File: config.mk
export PLATFORM = sky130hd
export DESIGN_NAME = insn_decode_stage
export DESIGN_NICKNAME = d
export VERILOG_FILES = /design/src/rtl/insn_decode_stage.sv
export SDC_FILE = /design/constraint.sdc
export NUM_CORES = 1
export LEC_CHECK = 0
export CORE_ASPECT_RATIO = 1.25
export CORE_MARGIN = 5
export CORE_UTILIZATION = 60
export DETAILED_ROUTE_END_ITERATION = 16
export DONT_BUFFER_PORTS = 1
export GPL_ROUTABILITY_DRIVEN = 0
export PLACE_DENSITY = 0.83
export RECOVER_POWER = 100
export SLEW_MARGIN = 20
export SYNTH_ARGS = -nofsm -noshare
export SYNTH_HDL_FRONTEND = slang
export SYNTH_SLANG_ARGS = --single-unit
File: constraint.sdc
create_clock -name clk -period 2.9 [get_ports clk]
set_input_delay 0 -clock clk [delete_from_list [all_inputs] [get_ports clk]]
set_output_delay 0 -clock clk [all_outputs]
set_load 0.01 [all_outputs]
File: src/rtl/insn_decode_stage.sv
`default_nettype none
// ============================================================================
//  Module   : insn_decode_stage
//  Purpose  : Registered instruction-decode stage. Classifies raw words by
//             flag field, extracts fields, buffers up to two decoded records
//             (output + skid register), sequences halt, supports flush and
//             keeps a saturating illegal-instruction count.
//  Revision : 1.0  initial release
// ============================================================================
module insn_decode_stage #(
    parameter int INSN_WIDTH = 16,
    parameter int DATA_WIDTH = 16,
    parameter int REG_WIDTH  = 4,
    parameter int FUNC_WIDTH = 5,
    parameter int NUM_FUNCS  = 17,
    parameter int CNT_WIDTH  = 8
) (
    input  logic                  clk,
    input  logic                  reset,
    input  logic                  flush,
    input  logic                  in_valid,
    output logic                  in_ready,
    input  logic [INSN_WIDTH-1:0] in_insn,
    input  logic [DATA_WIDTH-1:0] in_pc,
    output logic                  out_valid,
    input  logic                  out_ready,
    output logic [DATA_WIDTH-1:0] out_pc,
    output logic [2:0]            out_kind,
    output logic [REG_WIDTH-1:0]  out_reg_a,
    output logic [REG_WIDTH-1:0]  out_reg_b,
    output logic [FUNC_WIDTH-1:0] out_func,
    output logic [DATA_WIDTH-1:0] out_imm,
    output logic                  out_relative,
    output logic                  halted,
    output logic [CNT_WIDTH-1:0]  illegal_count
);

    generate
        if (INSN_WIDTH != 3 + 2*REG_WIDTH + FUNC_WIDTH) begin : g_bad_insn_width
            $error("INSN_WIDTH must equal 3 + 2*REG_WIDTH + FUNC_WIDTH");
        end
        if (DATA_WIDTH < INSN_WIDTH) begin : g_bad_data_width
            $error("DATA_WIDTH must be >= INSN_WIDTH");
        end
    endgenerate

    localparam int c_TOP       = INSN_WIDTH - 1;
    localparam int c_SET_IMM_W = INSN_WIDTH - 1 - REG_WIDTH;
    localparam int c_BR_IMM_W  = INSN_WIDTH - 4;
    localparam logic [FUNC_WIDTH:0] c_NUM_FUNCS = (FUNC_WIDTH+1)'(NUM_FUNCS);

    localparam logic [2:0] c_K_NOP     = 3'd0;
    localparam logic [2:0] c_K_SET     = 3'd1;
    localparam logic [2:0] c_K_BRANCH  = 3'd2;
    localparam logic [2:0] c_K_JUMP    = 3'd3;
    localparam logic [2:0] c_K_OP      = 3'd4;
    localparam logic [2:0] c_K_HALT    = 3'd5;
    localparam logic [2:0] c_K_ILLEGAL = 3'd6;

    localparam logic [1:0] c_S_RUN    = 2'd0;
    localparam logic [1:0] c_S_DRAIN  = 2'd1;
    localparam logic [1:0] c_S_HALTED = 2'd2;

    typedef struct packed {
        logic [DATA_WIDTH-1:0] pc;
        logic [2:0]            kind;
        logic [REG_WIDTH-1:0]  ra;
        logic [REG_WIDTH-1:0]  rb;
        logic [FUNC_WIDTH-1:0] func;
        logic [DATA_WIDTH-1:0] imm;
        logic                  rel;
    } rec_t;

    rec_t                 r_out;
    rec_t                 r_skid;
    logic                 r_out_valid;
    logic                 r_skid_valid;
    logic [1:0]           r_state;
    logic [CNT_WIDTH-1:0] r_illegal_count;

    rec_t                 w_dec;
    logic                 w_accept;
    logic                 w_drain;
    logic [DATA_WIDTH-1:0] w_br_imm_sx;
    logic [DATA_WIDTH-1:0] w_br_imm_zx;

    // in_ready comes only from registered state so it never depends on out_ready/flush.
    assign in_ready = !r_skid_valid && (r_state == c_S_RUN);
    assign w_accept = in_valid && in_ready && !flush;
    assign w_drain  = r_out_valid && out_ready;

    assign w_br_imm_sx = {{(DATA_WIDTH-c_BR_IMM_W){in_insn[c_BR_IMM_W-1]}}, in_insn[c_BR_IMM_W-1:0]};
    assign w_br_imm_zx = DATA_WIDTH'(in_insn[c_BR_IMM_W-1:0]);

    // Combinational decode of the presented word; unused fields stay zero.
    always_comb begin
        w_dec    = '0;
        w_dec.pc = in_pc;
        if (in_insn[c_TOP]) begin
            w_dec.kind = c_K_SET;
            w_dec.ra   = in_insn[c_TOP-1 -: REG_WIDTH];
            w_dec.imm  = DATA_WIDTH'(in_insn[c_SET_IMM_W-1:0]);
        end else if (in_insn[c_TOP-1]) begin
            w_dec.kind = in_insn[c_TOP-2] ? c_K_BRANCH : c_K_JUMP;
            w_dec.rel  = in_insn[c_TOP-3];
            w_dec.imm  = in_insn[c_TOP-3] ? w_br_imm_sx : w_br_imm_zx;
        end else if (in_insn[c_TOP-2]) begin
            if ({1'b0, in_insn[FUNC_WIDTH-1:0]} >= c_NUM_FUNCS) begin
                w_dec.kind = c_K_ILLEGAL;
            end else begin
                w_dec.kind = c_K_OP;
                w_dec.ra   = in_insn[c_TOP-3 -: REG_WIDTH];
                w_dec.rb   = in_insn[c_TOP-3-REG_WIDTH -: REG_WIDTH];
                w_dec.func = in_insn[FUNC_WIDTH-1:0];
            end
        end else if (in_insn == '0) begin
            w_dec.kind = c_K_HALT;
        end else if (in_insn == INSN_WIDTH'(1)) begin
            w_dec.kind = c_K_NOP;
        end else begin
            w_dec.kind = c_K_ILLEGAL;
        end
    end

    // Two-entry buffer: output register fed directly or from the skid entry, order preserved.
    always_ff @(posedge clk) begin
        if (reset) begin
            r_out        <= '0;
            r_skid       <= '0;
            r_out_valid  <= 1'b0;
            r_skid_valid <= 1'b0;
        end else if (flush && (r_state != c_S_HALTED)) begin
            r_out_valid  <= 1'b0;
            r_skid_valid <= 1'b0;
        end else if (w_drain) begin
            if (r_skid_valid) begin
                r_out        <= r_skid;
                r_skid_valid <= 1'b0;
            end else if (w_accept) begin
                r_out        <= w_dec;
            end else begin
                r_out_valid  <= 1'b0;
            end
        end else if (w_accept) begin
            if (r_out_valid) begin
                r_skid       <= w_dec;
                r_skid_valid <= 1'b1;
            end else begin
                r_out        <= w_dec;
                r_out_valid  <= 1'b1;
            end
        end
    end

    // Halt sequencing: stop accepting after HALT, go terminal once HALT leaves the stage.
    always_ff @(posedge clk) begin
        if (reset) begin
            r_state <= c_S_RUN;
        end else begin
            case (r_state)
                c_S_RUN: begin
                    if (w_accept && (w_dec.kind == c_K_HALT)) begin
                        r_state <= c_S_DRAIN;
                    end
                end
                c_S_DRAIN: begin
                    if (flush) begin
                        r_state <= c_S_RUN;
                    end else if (w_drain && (r_out.kind == c_K_HALT)) begin
                        r_state <= c_S_HALTED;
                    end
                end
                c_S_HALTED: r_state <= c_S_HALTED;
                default:    r_state <= c_S_RUN;
            endcase
        end
    end

    // Saturating count of accepted illegal words, counted at acceptance even if later flushed.
    always_ff @(posedge clk) begin
        if (reset) begin
            r_illegal_count <= '0;
        end else if (w_accept && (w_dec.kind == c_K_ILLEGAL) && (r_illegal_count != '1)) begin
            r_illegal_count <= r_illegal_count + 1'b1;
        end
    end

    assign out_valid     = r_out_valid;
    assign out_pc        = r_out.pc;
    assign out_kind      = r_out.kind;
    assign out_reg_a     = r_out.ra;
    assign out_reg_b     = r_out.rb;
    assign out_func      = r_out.func;
    assign out_imm       = r_out.imm;
    assign out_relative  = r_out.rel;
    assign halted        = (r_state == c_S_HALTED);
    assign illegal_count = r_illegal_count;

endmodule
`default_nettype wire
==> results.md <==
- Outcome: finished, final reports clean
- DRT iter0 DRCs: 359
- Final instance area: 0.00499 mm²
- Leakage: 1.64 nW
- Worst EP arrival: 2.86 ns
- Main combinational cell family by area after synthesis: simple AND/OR/NAND/NOR gates
- Area share of xor/xnor cells in the synthesized design: 0.200%
- Drc violations: 0
- Type of origin of the critical path: flip-flop
- Area after DPL: 0.00438 mm²
- Worst-path maximum fanout: 39
- Compound-Gate Fraction of Synth Area: 20.3%
- Mapped cell area: 0.00438 mm²
- Syn-to-layout area delta: 14.0%
- Wire per inst: 18.3 µm
- Htree depth: 3
- Top cells by count, synth: nand2_1 (125), dfxtp_1 (104), nor2_1 (56), a21oi_1 (55), nand3_1 (46)
- Crit. End Element: flip-flop
- # port buffers: 0
- Sequential cell area fraction in the yosys report: 47.6%
- Die W: 86.4 µm
- Clock latency on the worst-skew pair: 0.37 ns
- Largest cells by area after synthesis: dfxtp_1 (48%), nand2_1 (11%), a311oi_1 (7.0%)
- Final setup violation count: 0
- CTS clk-pin slew, worst paths: 0.10 ns
- Synth async-reset ratio: 0%
- Min Tclk post-route: 2.54 ns
- CP max stage delay: 0.57 ns
- Nets@finish: 599
- Area of the die: 0.00911 mm²
- Peak supply drop: 0.000397 V
- Core Area: 0.00702 mm²
- Final hold vios: 0
- Maxcap violations: 0
- Gr ovfl total: 0
- Initial core utilization: 62.4%
- Max Clock Skew: 0.0104 ns
- Fraction of layout cells with a size suffix above 1: 5.48%
- Post-synth EDFFs: 0
- Row cnt: 34
- Achievable frequency: 393 MHz
- Ys flop type: dfxtp_1
- FF+latch count, synth: 104
- Ys Warns: 0
- First-pass iteration count of the detailed router: 5
- FILL cells: 567
- Synth Area in Simple Gates: 26.4%
- Syn nets: 591
- Largest net degree at the start of global routing: 105
- Setup CP Type: reg2reg
- Root Driver: clkbuf_8
- Final wirelength: 12000 µm
- Vias in the first global route: 3859
- CTS tree: built
- I/O Pins: 97
- Slew Viols, Final: 0
- DIE HEIGHT: 105 µm
- CTS Buf Count: 9
- Clock Tree Buf Depth: 2
- Post-Synth Adder-Cell Area: 0.286%
- Mux share of post-synthesis cell area: 0.229%
- Pwr Density: 543 mW/mm²
- First-pass GRT wire length: 19000 µm
- Top-area cell type share of the netlist area: 47.6%
- Routed vias/inst: 6.26
- Critical Path, Cell by Cell: nor2b_1 > and3_4 > buf_4 > nand2_1 > a21oi_1 > dlygate4sd3_1
- Dominant cell by count in the synthesized netlist: nand2_1
- Mean post-synth cell area: 7.91 µm²
- Slew headroom: 41.3%
- Gr usage total: 25.9%
- Setup repair bufs after CTS: 0
- Initial antenna violation count: 1
- Period Utilization, post-route: 87.6%
- Worst Hold Class: in2reg
- RSZ-0062 raised after global routing: false
- Worst path required time: 3.22 ns
- Antenna-violating nets left: 0
- Dpl hpwl: 7190 µm
- Final setup TNS: 0 ns
- Worst slew pin tran: 0.873 ns
- CTS sink count: 104
- Count of cell types in the netlist: 43
- Vias: 4113
- Synth Instances: 553
- Slowest cell on crit path: dlygate4sd3_1
- Area leader, netlist: dfxtp_1
-- flip-flops by register name, indices dropped and copies added, names as in the netlist --
signal         flops
r_skid_valid       1
r_skid            46
out_reg_b          4
r_state            2
out_imm           13
out_func           5
illegal_count      8
out_pc            16
out_valid          1
out_reg_a          4
out_relative       1
out_kind           3
-- where the power goes --
part	total, mW	leakage, nW	switching [mW]	internal (mW)
Combinational	0.208	0.699	0.122	0.0859
Sequential	1.51	0.843	0.0470	1.46
Clock	0.991	0.0991	0.501	0.489
-- path summary, 6_finish.rpt --
kind / cells after the start / start / slack [ns] / to
max: 6 / out_valid$_SDFFE_PP0P_ / 0.36 / r_skid[39]$_SDFFE_PP0P_
min: 4 / in_insn[13] / 0.03 / r_skid[18]$_SDFFE_PP0P_
max reg2reg: 6 / out_valid$_SDFFE_PP0P_ / 0.36 / r_skid[39]$_SDFFE_PP0P_
min reg2reg: 2 / r_skid[10]$_SDFFE_PP0P_ / 0.46 / r_skid[10]$_SDFFE_PP0P_
-- metal layers --
layer / track usage, % / up-vias / wire length (µm) / part of all wire, %
met2: 43.4 / 193 / 6010 / 50
met3: 6.48 / 35 / 1090 / 9.0
met1: 30.3 / 1906 / 4450 / 37
met5: 0 / - / 0 / 0
li1: - / 1979 / - / -
met4: 13.0 / 0 / 482 / 4.0
-- worst max-delay path, delay by kind of cell (launching register included) --
| family | cells | cell delay [ns] |
|---|---|---|
| AND/OR/NAND/NOR | 3 | 1.02 |
| buffers and inverters | 2 | 0.83 |
| flip-flops | 1 | 0.50 |
| AO/OA/AOI/OAI | 1 | 0.13 |
-- area by class of cell --
class / instances / area, µm² / area share [%]
antenna: 1 / 2.50 / 0.0502
clock buffer: 10 / 128 / 2.56
clock inverter: 6 / 91.3 / 1.83
inverter: 6 / 22.5 / 0.451
multi-input combinational: 395 / 2100 / 42.1
sequential: 104 / 2080 / 41.7
tap: 90 / 113 / 2.26
timing repair buffer: 45 / 449 / 9.00
-- what timing repair did --
action / CTS / global route
hold endpoints to repair: 104 / 0
endpoints found under the setup margin: 0 / 1
gates resized for setup: 0 / 1
hold buffers: 39 / 0
-- through the flow --
stage | utilization (%) | hold WS [ns] | setup slack (ns) | power (mW) | cells
final | 71.1 | 0.0297 | 0.359 | 2.71 | 657
after global routing | 71.1 | 0.0395 | 0.162 | 2.80 | 657
after CTS | 71.3 | 0.0160 | 0.170 | 2.71 | 656
after detailed placement | 62.4 | 0.0824 | 0.709 | 1.67 | 601
after global placement | 62.4 | 0.0790 | 0.786 | 1.66 | 601
after floorplan | - | 0.136 | 0.965 | 1.66 | 553
-- kinds of logic (layout without fill, tap and decap cells) --
kind of cell             count (synthesis)  count (layout)
AND/OR/NAND/NOR                        264             264
AO/OA/AOI/OAI                          128             128
flip-flops                             104             104
buffers and inverters                   54              67
adder cells (fa/ha/maj)                  1               1
XOR/XNOR                                 1               1
multiplexers                             1               1
other                                    0               1
-- cells in the final DEF (no fill, tap or decap), drive strengths merged, types with 3 or more instances in the layout --
cell type	n
a211oi	11
a21oi	55
a221oi	6
a311oi	35
a32oi	4
and3	3
buf	5
clkbuf	12
clkinvlp	3
dfxtp	104
dlygate4sd3	38
inv	7
nand2	125
nand3	46
nand4	4
nor2	56
nor3	10
nor4	3
o211ai	4
o21ai	5
o31ai	3
or3	5
(Power assumes the default switching activity.)
